[config.mk]
export PLATFORM = sky130hd
export DESIGN_NAME = vco_period_meter
export DESIGN_NICKNAME = d
export VERILOG_FILES = /design/src/rtl/vco_period_meter.sv
export SDC_FILE = /design/constraint.sdc
export NUM_CORES = 1
export LEC_CHECK = 0
export BUFFER_PORTS_ARGS = -buffer_cell sky130_fd_sc_hd__clkbuf_2
export CORE_UTILIZATION = 55
export CTS_CLUSTER_SIZE = 40
export DETAILED_ROUTE_END_ITERATION = 7
export PLACE_DENSITY_LB_ADDON = 0.08
export SETUP_SLACK_MARGIN = 0.3
export SYNTH_ARGS = -nofsm -noshare
export SYNTH_HDL_FRONTEND = slang
export SYNTH_SLANG_ARGS = --single-unit
[constraint.sdc]
create_clock -name clk -period 3.9 [get_ports clk]
set_clock_uncertainty 0.15 [all_clocks]
set_input_delay 0.585 -clock clk [delete_from_list [all_inputs] [get_ports clk]]
set_output_delay 0.585 -clock clk [all_outputs]
set_load 0.03 [all_outputs]
[src/rtl/vco_period_meter.sv]
// Period and peak monitor for the VCO integrator output: detects rising zero
// crossings with hysteresis and reports period, per-period extremes and amplitude.
`timescale 1ns/1ps
module vco_period_meter #(
    parameter int CNT_W      = 16,
    parameter int HYST       = 64,
    parameter int MAX_PERIOD = 65535
) (
    input  logic                    clk,
    input  logic                    reset,
    input  logic                    en,
    input  logic signed [13:0]      x,
    output logic        [CNT_W-1:0] period,
    output logic signed [13:0]      peak_max,
    output logic signed [13:0]      peak_min,
    output logic        [13:0]      amp,
    output logic                    meas_valid,
    output logic                    timeout,
    output logic                    locked
);

    typedef enum logic [1:0] {S_INIT, S_ARMED, S_RUN_HI, S_RUN_LO} state_t;

    localparam logic signed [13:0] HYST_POS = 14'(HYST);
    localparam logic signed [13:0] HYST_NEG = 14'(-HYST);
    localparam logic [CNT_W-1:0]   CNT_MAX  = CNT_W'(MAX_PERIOD);
    localparam logic [CNT_W-1:0]   CNT_ONE  = CNT_W'(1);

    state_t                state;
    logic [CNT_W-1:0]      cnt;
    logic signed [13:0]    run_max;
    logic signed [13:0]    run_min;
    logic                  lo;
    logic                  hi;

    function automatic logic signed [13:0] smax(input logic signed [13:0] a,
                                                input logic signed [13:0] b);
        return (a > b) ? a : b;
    endfunction

    function automatic logic signed [13:0] smin(input logic signed [13:0] a,
                                                input logic signed [13:0] b);
        return (a < b) ? a : b;
    endfunction

    // Span fits in 15 bits; since max >= min the halved result is 0..8191.
    function automatic logic [13:0] half_span(input logic signed [13:0] top,
                                              input logic signed [13:0] bot);
        logic signed [14:0] diff;
        diff = {top[13], top} - {bot[13], bot};
        return 14'(diff >>> 1);
    endfunction

    assign lo = (x <= HYST_NEG);
    assign hi = (x >= HYST_POS);

    always_ff @(posedge clk) begin
        meas_valid <= 1'b0;
        timeout    <= 1'b0;
        if (reset) begin
            state    <= S_INIT;
            cnt      <= '0;
            period   <= '0;
            peak_max <= '0;
            peak_min <= '0;
            amp      <= '0;
            locked   <= 1'b0;
        end else if (!en) begin
            state  <= S_INIT;
            cnt    <= '0;
            locked <= 1'b0;
        end else begin
            case (state)
                S_INIT: begin
                    if (lo) state <= S_ARMED;
                end
                S_ARMED: begin
                    if (hi) begin
                        cnt     <= CNT_ONE;
                        run_max <= x;
                        run_min <= x;
                        state   <= S_RUN_HI;
                    end
                end
                S_RUN_HI, S_RUN_LO: begin
                    // A closing crossing takes priority over the timeout check.
                    if (state == S_RUN_LO && hi) begin
                        period     <= cnt;
                        peak_max   <= run_max;
                        peak_min   <= run_min;
                        amp        <= half_span(run_max, run_min);
                        meas_valid <= 1'b1;
                        locked     <= 1'b1;
                        cnt        <= CNT_ONE;
                        run_max    <= x;
                        run_min    <= x;
                        state      <= S_RUN_HI;
                    end else if (cnt == CNT_MAX) begin
                        timeout <= 1'b1;
                        locked  <= 1'b0;
                        cnt     <= '0;
                        state   <= S_INIT;
                    end else begin
                        cnt     <= cnt + CNT_ONE;
                        run_max <= smax(run_max, x);
                        run_min <= smin(run_min, x);
                        if (lo) state <= S_RUN_LO;
                    end
                end
                default: state <= S_INIT;
            endcase
        end
    end

endmodule

==> metrics.txt, run 1 <==
status completed; final hold violations 0; vias per inst slightly below 6; Max stage delay on crit path 1030 ps; Startpoint Class flop; Worst-Skew Late Latency 380 ps; row cnt 35; Synth Cell Area between 5000 and 6000 sq um; routed len/inst ~16 um; Pint approximately 1.5 mW; Boundary Pins 78; Max FO, Critical Path 14; syn_area_per_cell 8.99 sq um; clk sink count between 100 and 150; top-area cell type share of the netlist area 29.8%; Least-Margin Pin Slew about 1200 ps; Vias 4671; CTS Root Cell clkbuf_8; fin util between 60% and 70%; Buffers on Ports 77; drt total wl around 13000 um; Placement Setup Slack roughly 640 ps; # DRC 0; post-synthesis cell type count between 50 and 60; P_sw 0.473 mW; area grow syn2layout 13.1%; required time of the critical path 3740 ps; Placed Area just under 6000 sq um; ranking of synthesized cells by area dfxtp_1, edfxtp_1, ha_1; initial antenna violation count 0; unrepaired setup endpoints after global routing false; critical path capture point type flop; Power Density approximately 330 nW/um^2; worst hold slack a little under 300 ps; die extent in x about 100 um; share of cells above drive strength 1 between 15 and 20%; final instance area 6000 sq um; Fin Setup TNS 0 ps; fin crit share 75.0%; Post-DP HPWL 9410 um; GRT overflow 0; first drt pass iteration count 5; DR iter-0 viols about 250; CTS buffer count 9; number of synthesis warnings 0; placed insts around 780; hold path cells 1; syn nets 649; fin nets between 700 and 800; Post-Synthesis Cells just under 600; Clock Power Share 35.8%; Synth top cells by count nand2_1, dfxtp_1, a21oi_1; Power, Total about 2.0 mW; slowest stage cell, crit path a211oi_2; number of flops mapped to enable cells by yosys 28; fin. max-slew vios 0; clock buffer depth 2; Filler cells ~850; pin count of the biggest net entering global routing slightly below 70; final worst path period need ~2900 ps; Antenna Cells 0; hold_buf cts 0; CTS tree built; Gate power share under 10%; first-pass GRT wire length approximately 21000 um; antenna-violating nets left 0; Worst EP arrival 2770 ps; Final setup viols 0; P_leak between 2 and 2.5 nW; max frequency 342 MHz; Seq pwr share 58.7%; largest area contributor in the netlist dfxtp_1; sw frac between 20% and 30%; number of synthesized register bits between 100 and 150; Starting Density between 50% and 60%; full die area about 10000 sq um; CP cell instances nor2b_1, o21a_1, nand2b_1, nor3b_1, a211oi_2; final worst slack approximately 970 ps; FF-to-FF path depth 5; # Post-CTS Setup Buffers 0; H-tree depth 3; vias in the first global route about 4300; sequential share of the synthesized area 45.7%; worst ir drop on vdd between 0.15 and 0.2 mV; Die Y roughly 100 um; crit path kind flop to flop; core box area slightly above 9000 sq um; max-cap viol count 0; Hold WC Path Type input pin to flop; Post-synth top flop dfxtp_1; FFs w/ async S/R, synth 0%; Finished Layout Cells between 700 and 800; most common cell in the netlist nand2_1; CTS resizes 0; total track usage around 27%; clock slew at reported path FFs ~110 ps; headroom to the max-slew limit ~17%; gp weighted congestion about 0.95
cells in the final DEF, fill, tap and decap left out, drive strengths merged, types with 3 or more instances in the layout:
master / n
a31oi: 11
a211o: 3
o211ai: 3
a21o: 11
nor2b: 6
dfxtp: 79
a211oi: 7
buf: 6
o21ai: 16
nor3: 9
inv: 34
nand4: 6
a311oi: 3
nand2b: 4
o211a: 3
nor4: 4
a21oi: 72
xnor2: 5
and4: 6
nand3: 15
nor4b: 3
clkbuf: 86
nor2: 28
nand2: 110
a22oi: 3
xor2: 6
edfxtp: 28
o21a: 6
a41oi: 3
ha: 41
clkinv: 6
and3: 4
nor3b: 4
or3: 8
critical path: cells and delay by family, from the launching register on:
family | cells | cell delay (ps)
simple gates | 3 | 580
flops | 1 | 350
compound gates | 2 | 1470
path summary, 6_finish.rpt:
kind / slack, ps / from / endpoint
worst max-delay path: 970 / state[0]$_SDFFE_PP0P_ / run_min[13]$_DFFE_PP_
worst min register to register: 310 / period[9]$_SDFFE_PP0P_ / period[9]$_SDFFE_PP0P_
worst min-delay path: 290 / x[12] / run_max[12]$_DFFE_PP_
worst max register to register: 970 / state[0]$_SDFFE_PP0P_ / run_min[13]$_DFFE_PP_
cell type report:
class | instances | area, sq um | area share [%]
multi-input cells | 424 | 2650 | 44.2
flip-flops and latches | 107 | 2420 | 40.4
repair buffers | 83 | 430 | 7.18
well taps | 129 | 161 | 2.69
inverters | 34 | 128 | 2.13
clock buffers | 9 | 124 | 2.07
clock inverters | 7 | 80.1 | 1.34
kinds of logic after synthesis:
logic type	Yosys count	synth area share, %
compound gates	156	18.9
xor+xnor	11	1.82
fa+ha+maj	42	10.1
buf+inv	59	4.44
flops	107	45.7
mux	1	0.189
simple gates	214	19.0
per-layer routing:
layer / global-route usage [%] / share of wire, % / routed length [um] / vias up
met1: 40.0 / 49 / 6380 / 2243
met2: 41.0 / 44 / 5640 / 158
li1: - / - / - / 2248
met4: 9.59 / 1.6 / 212 / 0
met5: 0 / 0 / 0 / -
met3: 3.62 / 5.4 / 702 / 22
registers in the layout (all words and copies together), names as in the netlist:
register and cells:
cnt 16, period 16, amp 14, peak_max 14
peak_min 14, run_max 14, run_min 14, state 2
locked 1, meas_valid 1, timeout 1
power by group through the flow:
stage / Sequential [mW] / Clock (mW) / Combinational [mW]
2_1_floorplan: 1.17 / 0 / 0.0669
3_3_place_gp: 1.17 / 0 / 0.101
3_5_place_dp: 1.17 / 0 / 0.105
4_1_cts: 1.15 / 0.714 / 0.105
5_1_grt: 1.15 / 0.755 / 0.120
6_report: 1.15 / 0.701 / 0.107
(Power assumes the default switching activity.)
==> run 2, diff against run 1 <==
Settings changed: CORE_UTILIZATION 55 to 52.
Clock period 3.9 ns to 2.6 ns, I/O delays scaled along.
==> run 2 against run 1 <==
  * Die area rose by 5.6%
  * Sequential cell count is the same
  * Via count up 1.2%
  * Final cell count is 6.8% higher
  * Non-clock buffer count up 50
  * Count of clock-buffer cells in the layout rose by 3
  * Power is 57% higher
==> metrics.txt, run 2 (synthesis gave the netlist of run 1 again) <==
status completed; final worst slack 289 ps; Worst Setup SP run_max[12]$_DFFE_PP_; Antenna Cells 0; clock slew at reported path FFs about 100 ps; Vias roughly 4700; Fin Setup TNS 0 ps; crit path to run_max[13]$_DFFE_PP_; drt total wl approximately 14000 um; Power, Total just over 3 mW; H-tree depth 3; share of cells above drive strength 1 roughly a quarter; Least-Margin Pin Slew ~600 ps; core box area slightly below 10000 sq um; max frequency ~430 MHz; Finished Layout Cells about 850; slowest stage cell, crit path edfxtp_1; Hold WC Path Type input pin to flop; first-pass GRT wire length approximately 22000 um; commonest cells after routing, fill and taps aside nand2_1, dfxtp_1, clkbuf_2; CP cell instances ha_4, buf_4, a2111oi_4, o31ai_1, nand3b_1, a31oi_4, buf_6; max-cap viol count 0; Worst EP arrival ~2300 ps; required time of the critical path around 2600 ps; final hold violations 0; start of the worst register-to-register path run_max[12]$_DFFE_PP_; final instance area about 6700 sq um; fin util 68.1%; FF-to-FF path depth 7; initial antenna violation count 0; # DRC 0; Hold Path Origin x[3]; worst hold slack about 91 ps; clock buffer depth 2; largest registers cnt x16, period x16; fin nets about 770; placed insts a little over 800; Max stage delay on crit path approximately 440 ps; Buffers on Ports 77; CTS Root Cell clkbuf_8; routed len/inst about 17 um; Power Density approximately 460 nW/um^2; first drt pass iteration count 5; Final setup viols 0; P_leak 2.74 nW; CTS buffer count 9; headroom to the max-slew limit 60.0%; clk sink count between 100 and 150; CTS tree built; gp weighted congestion 0.865; total track usage approximately 27%; Max FO, Critical Path 8; DR iter-0 viols around 160; Worst-Skew Late Latency roughly 380 ps; fin crit share 88.9%; Starting Density 54.0%; antenna-violating nets left 0; Boundary Pins between 70 and 80; area grow syn2layout 26.2%; die extent in x between 100 and 150 um; vias in the first global route 4351; unrepaired setup endpoints after global routing true; GRT overflow 0; Die Y roughly 100 um; critical path capture point type flop; vias per inst around 5.6; fin. max-slew vios 0; Reg2Reg Setup Slack around 290 ps; crit path kind flop to flop; pin count of the biggest net entering global routing 58; worst ir drop on vdd about 0.29 mV; Placement Setup Slack -71.1 ps; Startpoint Class flop; Placed Area ~6200 sq um; row cnt 36; final worst path period need 2310 ps; r2r endpoint run_max[13]$_DFFE_PP_; full die area between 10000 and 15000 sq um; commonest non-fill, non-tap cell in the layout nand2_1; Post-DP HPWL 10400 um
==> run 2: worst min-delay path by stage <==
| stage | end | slack (ps) | depth (start not counted) |
|---|---|---|---|
| after global routing | run_min[1]$_DFFE_PP_ | 90 | 1 |
| after global placement | amp[5]$_SDFFE_PP0P_ | 290 | 2 |
| after CTS | run_min[3]$_DFFE_PP_ | 80 | 1 |
| final | run_min[3]$_DFFE_PP_ | 90 | 1 |
| after floorplan | state[0]$_SDFFE_PP0P_ | 280 | 2 |
| after detailed placement | amp[5]$_SDFFE_PP0P_ | 290 | 2 |
==> run 2: layout make-up <==
type,instances,area [sq um]
flip-flops and latches,107,2420
multi-input cells,424,2880
repair buffers,133,868
fillers,826,3130
clock buffers,12,178
well taps,133,166
inverters,34,128
clock inverters,4,51.3
==> run 2: power by group <==
group	total [mW]	internal (mW)	switching (mW)
sequential	1.72	1.71	0.00460
clock	1.14	0.565	0.580
combinational	0.214	0.0895	0.125
==> run 2: what timing repair did <==
item	4_1_cts	5_1_grt
endpoints found under the setup margin	33	36
hold buffers	0	0
resized for setup	13	22
pin swaps	6	7
hold endpoints to repair	0	0
gates cloned	0	1
setup buffers	6	4
==> run 2: per-layer routing <==
metal	vias up	share of wire, %	track usage, %
met5	-	0	0
met4	0	1.6	8.99
met3	15	3.7	3.66
met2	117	49	46.1
met1	2250	45	35.4
li1	2347	-	-
==> run 2: worst max-delay path, delay by kind of cell, from the launching register on <==
kind	cells	cell delay (ps)
AO/OA/AOI/OAI	3	670
adder cells (fa/ha/maj)	1	270
buffers and inverters	2	300
flip-flops	1	440
AND/OR/NAND/NOR	1	210
